`src/rtl/memwb_stage_pkg.sv`:
```
// Shared encodings and width defaults for the MEM/WB stage and its load extender.
package memwb_stage_pkg;

    localparam int DATA_W_DEF = 32;
    localparam int ADDR_W_DEF = 5;

    typedef enum logic [1:0] {
        WB_ALU  = 2'd0,
        WB_MEM  = 2'd1,
        WB_LINK = 2'd2,
        WB_RSVD = 2'd3
    } wb_sel_e;

    typedef enum logic [1:0] {
        SZ_B  = 2'd0,
        SZ_H  = 2'd1,
        SZ_W  = 2'd2,
        SZ_W3 = 2'd3
    } mem_size_e;

endpackage

```
`src/rtl/memwb_stage_load_extend.sv`:
```
// Load lane extraction with sign/zero extension; halves use byte_off[1] only.
module load_extend
    import memwb_stage_pkg::*;
#(
    parameter int DATA_W = DATA_W_DEF
) (
    input  logic [DATA_W-1:0] mem_data,
    input  logic [1:0]        size,
    input  logic              mem_unsigned,
    input  logic [1:0]        byte_off,
    output logic [DATA_W-1:0] ext_data
);

    logic [7:0]  byte_s;
    logic [15:0] half_s;
    logic        bsign_s;
    logic        hsign_s;

    // Select the addressed lane and widen it according to the load size.
    always_comb begin
        byte_s   = mem_data[{byte_off, 3'b000} +: 8];
        half_s   = mem_data[{byte_off[1], 4'b0000} +: 16];
        bsign_s  = ~mem_unsigned & byte_s[7];
        hsign_s  = ~mem_unsigned & half_s[15];
        ext_data = mem_data;
        case (size)
            SZ_B:    ext_data = {{(DATA_W-8){bsign_s}}, byte_s};
            SZ_H:    ext_data = {{(DATA_W-16){hsign_s}}, half_s};
            SZ_W:    ext_data = mem_data;
            default: ext_data = mem_data;
        endcase
    end

endmodule

```
`src/rtl/memwb_stage.sv`:
```
// MEM/WB pipeline register and write-back mux feeding the register file.
// Optional macro WB_BYPASS_EN adds WB->EX forwarding compare outputs.
module memwb_stage
    import memwb_stage_pkg::*;
#(
    parameter int DATA_W = DATA_W_DEF,
    parameter int ADDR_W = ADDR_W_DEF,
    parameter int CNT_W  = 32
) (
    input  logic              clk,
    input  logic              rst,
    input  logic              in_valid,
    output logic              in_ready,
    input  logic              stall,
    input  logic              flush,
    input  logic              in_reg_write,
    input  logic [1:0]        in_wb_sel,
    input  logic [1:0]        in_mem_size,
    input  logic              in_mem_unsigned,
    input  logic [1:0]        in_byte_off,
    input  logic [DATA_W-1:0] in_alu_result,
    input  logic [DATA_W-1:0] in_mem_data,
    input  logic [DATA_W-1:0] in_pc_plus4,
    input  logic [ADDR_W-1:0] in_dest,
`ifdef WB_BYPASS_EN
    input  logic [ADDR_W-1:0] ex_rs_a,
    input  logic [ADDR_W-1:0] ex_rs_b,
    output logic              fwd_a_hit,
    output logic              fwd_b_hit,
    output logic [DATA_W-1:0] fwd_data,
`endif
    output logic              wb_reg_write,
    output logic [ADDR_W-1:0] wb_dest,
    output logic [DATA_W-1:0] wb_data,
    output logic [CNT_W-1:0]  retire_count
);

    logic              valid_r;
    logic              reg_write_r;
    logic [1:0]        wb_sel_r;
    logic [1:0]        mem_size_r;
    logic              mem_unsigned_r;
    logic [1:0]        byte_off_r;
    logic [DATA_W-1:0] alu_r;
    logic [DATA_W-1:0] mem_r;
    logic [DATA_W-1:0] pc4_r;
    logic [ADDR_W-1:0] dest_r;
    logic [CNT_W-1:0]  count_r;
    logic [DATA_W-1:0] load_s;
    logic [DATA_W-1:0] mux_s;

    assign in_ready = ~stall;

    // Pipeline register: flush only kills valid, stall holds everything.
    always_ff @(posedge clk) begin
        if (rst) begin
            valid_r        <= 1'b0;
            reg_write_r    <= 1'b0;
            wb_sel_r       <= 2'd0;
            mem_size_r     <= 2'd0;
            mem_unsigned_r <= 1'b0;
            byte_off_r     <= 2'd0;
            alu_r          <= {DATA_W{1'b0}};
            mem_r          <= {DATA_W{1'b0}};
            pc4_r          <= {DATA_W{1'b0}};
            dest_r         <= {ADDR_W{1'b0}};
        end else if (flush) begin
            valid_r <= 1'b0;
        end else if (!stall) begin
            valid_r        <= in_valid;
            reg_write_r    <= in_reg_write;
            wb_sel_r       <= in_wb_sel;
            mem_size_r     <= in_mem_size;
            mem_unsigned_r <= in_mem_unsigned;
            byte_off_r     <= in_byte_off;
            alu_r          <= in_alu_result;
            mem_r          <= in_mem_data;
            pc4_r          <= in_pc_plus4;
            dest_r         <= in_dest;
        end
    end

    // Retire counter: the outgoing entry counts whenever it leaves, flushed or not.
    always_ff @(posedge clk) begin
        if (rst) begin
            count_r <= {CNT_W{1'b0}};
        end else if (valid_r && !stall) begin
            count_r <= count_r + CNT_W'(1);
        end
    end

    load_extend #(.DATA_W(DATA_W)) u_load_extend (
        .mem_data     (mem_r),
        .size         (mem_size_r),
        .mem_unsigned (mem_unsigned_r),
        .byte_off     (byte_off_r),
        .ext_data     (load_s)
    );

    // Write-back source select; reserved encoding falls back to the ALU result.
    always_comb begin
        mux_s = alu_r;
        case (wb_sel_r)
            WB_ALU:  mux_s = alu_r;
            WB_MEM:  mux_s = load_s;
            WB_LINK: mux_s = pc4_r;
            default: mux_s = alu_r;
        endcase
    end

    assign wb_reg_write = valid_r & reg_write_r & (dest_r != {ADDR_W{1'b0}});
    assign wb_dest      = valid_r ? dest_r : {ADDR_W{1'b0}};
    assign wb_data      = valid_r ? mux_s : {DATA_W{1'b0}};
    assign retire_count = count_r;

`ifdef WB_BYPASS_EN
    assign fwd_a_hit = wb_reg_write & (wb_dest == ex_rs_a);
    assign fwd_b_hit = wb_reg_write & (wb_dest == ex_rs_b);
    assign fwd_data  = wb_data;
`endif

endmodule

```
`config.mk`:
```
export PLATFORM = sky130hd
export DESIGN_NAME = memwb_stage
export DESIGN_NICKNAME = d
export VERILOG_FILES = /design/src/rtl/memwb_stage_pkg.sv /design/src/rtl/memwb_stage_load_extend.sv /design/src/rtl/memwb_stage.sv
export SDC_FILE = /design/constraint.sdc
export NUM_CORES = 1
export LEC_CHECK = 0
export CORE_ASPECT_RATIO = 0.9
export CORE_UTILIZATION = 35
export DETAILED_ROUTE_END_ITERATION = 10
export SETUP_SLACK_MARGIN = 0.2
export SLEW_MARGIN = 20
export SYNTH_ARGS = -nofsm -noshare
export SYNTH_HDL_FRONTEND = slang
export SYNTH_SLANG_ARGS = --single-unit
```
`constraint.sdc`:
```
create_clock -name clk -period 2.08 [get_ports clk]
set_clock_uncertainty 0.1 [all_clocks]
set_input_delay 0.208 -clock clk [delete_from_list [all_inputs] [get_ports clk]]
set_output_delay 0.208 -clock clk [all_outputs]
set_load 0.02 [all_outputs]
```
==> results.cfg <==
[sta]
fmax_mhz = 399
rsz0062_at_grt = true
worstMarginPinSlew_ps = 583
setup_viol = 32
finalCritPeriodShare = 1.21
min_period_ps = 2510
slew_viol_final = 0
slew_headroom = 0.607
fin_tns_setup_ps = -12160
setup_slack_ps = -429
whs_ps = 147
hold_viol_final = 0

[yosys]
synth_edf_count = 0
yosys.area.top_type_share = 0.427
synthDistinctLibCells = 45
postSynthCellCount = 863
synth-seq-cells = 142
yosys_warnings = 0
synth.area.top_cells = dfxtp_1 (43%), nand2_1 (13%), a21oi_1 (12%)
synth_fp_nets = 980
yosysMostFrequentCell = nand2_1
ys.flop_type = dfxtp_1
synthTopCellsByCount = nand2_1 (230), a21oi_1 (159), dfxtp_1 (142)
syn_area_um2 = 6650
synth_area_leader_cell = dfxtp_1
syn_area_per_cell_um2 = 7.71
synthArstFlopShare = 0
yosysSeqAreaShare = 0.427

[detailed_routing]
firstDrtPassIters = 5
routed_via_density = 5.25
drt_iter0_drc = 510
drc_errors = 0
antenna_left = 0
drt_wl_total_um = 24200
vias = 7171
route.detailed.wl_per_inst_um = 17.7

[clock_network]
cts-root-buf = clkbuf_16
htree_levels = 4
numCtsBuffers = 17
clkLatencyLatePin_ps = 420
clk_path_buf_depth = 2
cts_tree = done
cts.sinks = 142
clk_pin_slew_ps = 60
hold_buffers = 0

[power]
p_leak_nw = 3.93
peakVddDrop_mv = 0.544
power_density_nw_per_um2 = 656

[die]
die-height_um = 133
dieArea_um2 = 19600
fp.coreArea_um2 = 18500
io_pins = 185
fp-row-count = 47
start_util = 0.359
die_w_um = 147

[setup_path]
worstSetupEndpointType = output pin
start_kind = register
cp_max_fo = 8
cp_slowest_cell = mux4_2
path_cells = mux4_2, a211o_4, a221oi_2, nor3_2, buf_4
cp.arrival_ps = 2200
max_stage_delay_ps = 510
crit_required_ps = 1770
crit_type = register to output pin

[finish]
multi_input_area_um2 = 3910
nets = 1225
diodes = 0
n_fill_cell = 1731
layout-drive-gt1-share = 0.241
syn2layout_area_growth_pct = 59.6
seqCellArea_um2 = 2850
final_cell_area_um2 = 10600

[placed_design]
port_buffers = 184
hpwl_um = 16500
gp_congestion = 0.828
post-place-ws_ps = -403
dpl-instance-area_um2 = 9510

[grt]
top_usage_layer = met2
groute.layer.met3.usage = 0.0693
track_usage = 0.245
antenna_found_initial = 2
met2_usage = 0.362
grt_max_degree = 42
grtUsageMet1 = 0.350
grt_pass1_vias = 6684
grt_overflow = 0
grt_pass1_wl_um = 37200

[outcome]
outcome = finished with violations
violations = setup timing

[run]
cap_violations = 0

[hold_path]
hold_class = input port to register
[cells by family after synthesis]
family                     Yosys count  share of synthesized area
AOI/OAI and AO/OA                  261                      0.228
buffers and inverters               80                     0.0502
muxes                               13                     0.0248
adders and majority gates            3                    0.00564
and+or+nand+nor                    352                      0.248
xor gates and xnor gates            12                     0.0158
DFF                                142                      0.427
[cell type report]
| class | count | share of cell area |
|---|---|---|
| clock buffers | 21 | 0.0424 |
| clock inverters | 11 | 0.0133 |
| inverters | 6 | 0.00212 |
| multi-input cells | 643 | 0.368 |
| flip-flops and latches | 142 | 0.269 |
| well taps | 245 | 0.0289 |
| repair buffers | 298 | 0.277 |
[report_power, final]
part / internal [mW] / switching (mW) / total [mW]
logic: 0.508 / 0.473 / 0.980
registers: 2.82 / 0.0737 / 2.89
clock network: 1.91 / 1.18 / 3.09
[final timing paths]
kind | start | to | slack [ps] | cells after the start
max | byte_off_r[0] | wb_data[12] | -430 | 5
max reg2reg | retire_count[21] | retire_count[25] | 290 | 4
min | rst | retire_count[12] | 150 | 2
min reg2reg | alu_r[25] | alu_r[25] | 350 | 2
[worst max-delay path, delay by kind of cell, from the launching register on]
family / cells / cell delay (ps)
and+or+nand+nor: 1 / 80
AOI/OAI and AO/OA: 2 / 670
DFF: 1 / 350
buffers and inverters: 1 / 170
muxes: 1 / 510
[metrics by stage]
step                utilization  power, mW  std cells
global placement          0.513       3.80       1312
detailed placement        0.513       3.81       1312
finish                    0.573       6.96       1366
CTS                       0.561       6.97       1358
floorplan                     -       3.32        863
global route              0.573       7.21       1366
[metal layers]
metal  routed length (um)  part of all wire
met5                   17           0.00070
met3                 1990             0.082
met2                10800              0.44
met4                  227            0.0094
met1                11200              0.46
[state kept, by name, summed over array words and instances (netlist names)]
name and flops:
retire_count 32, wb_sel_r 2, reg_write_r 1, dest_r 5, alu_r 32, mem_unsigned_r 1, pc4_r 32, mem_r 32
mem_size_r 2, valid_r 1, byte_off_r 2
[cell usage in the layout (no fill, tap or decap), types with 5 or more instances in the layout]
master             n
a21oi_1          136
a21oi_2           19
a221oi_1           8
a221oi_2           5
a22oi_1           16
and2_1             9
buf_12            14
buf_2             10
buf_4             92
buf_6             28
clkbuf_16         17
clkdlybuf4s50_1  144
dfxtp_1          137
inv_1              5
mux2_2             5
nand2_1          230
nand2b_1          16
nand3_1            9
nand4_1            8
nor2_1            22
nor3_2             8
nor3b_1            7
o21ai_0           34
o21ai_2            5
o31ai_1           15
or3_1              5
or4_1             15
xor2_1            11
[timing repair]
| item | in CTS | in global routing |
|---|---|---|
| pin swaps | 14 | 6 |
| setup buffers | 10 | 6 |
| setup endpoints to repair | 45 | 56 |
| resized for setup | 217 | 45 |
| cloned | 4 | 2 |
Power figures use the tool's default switching activity.
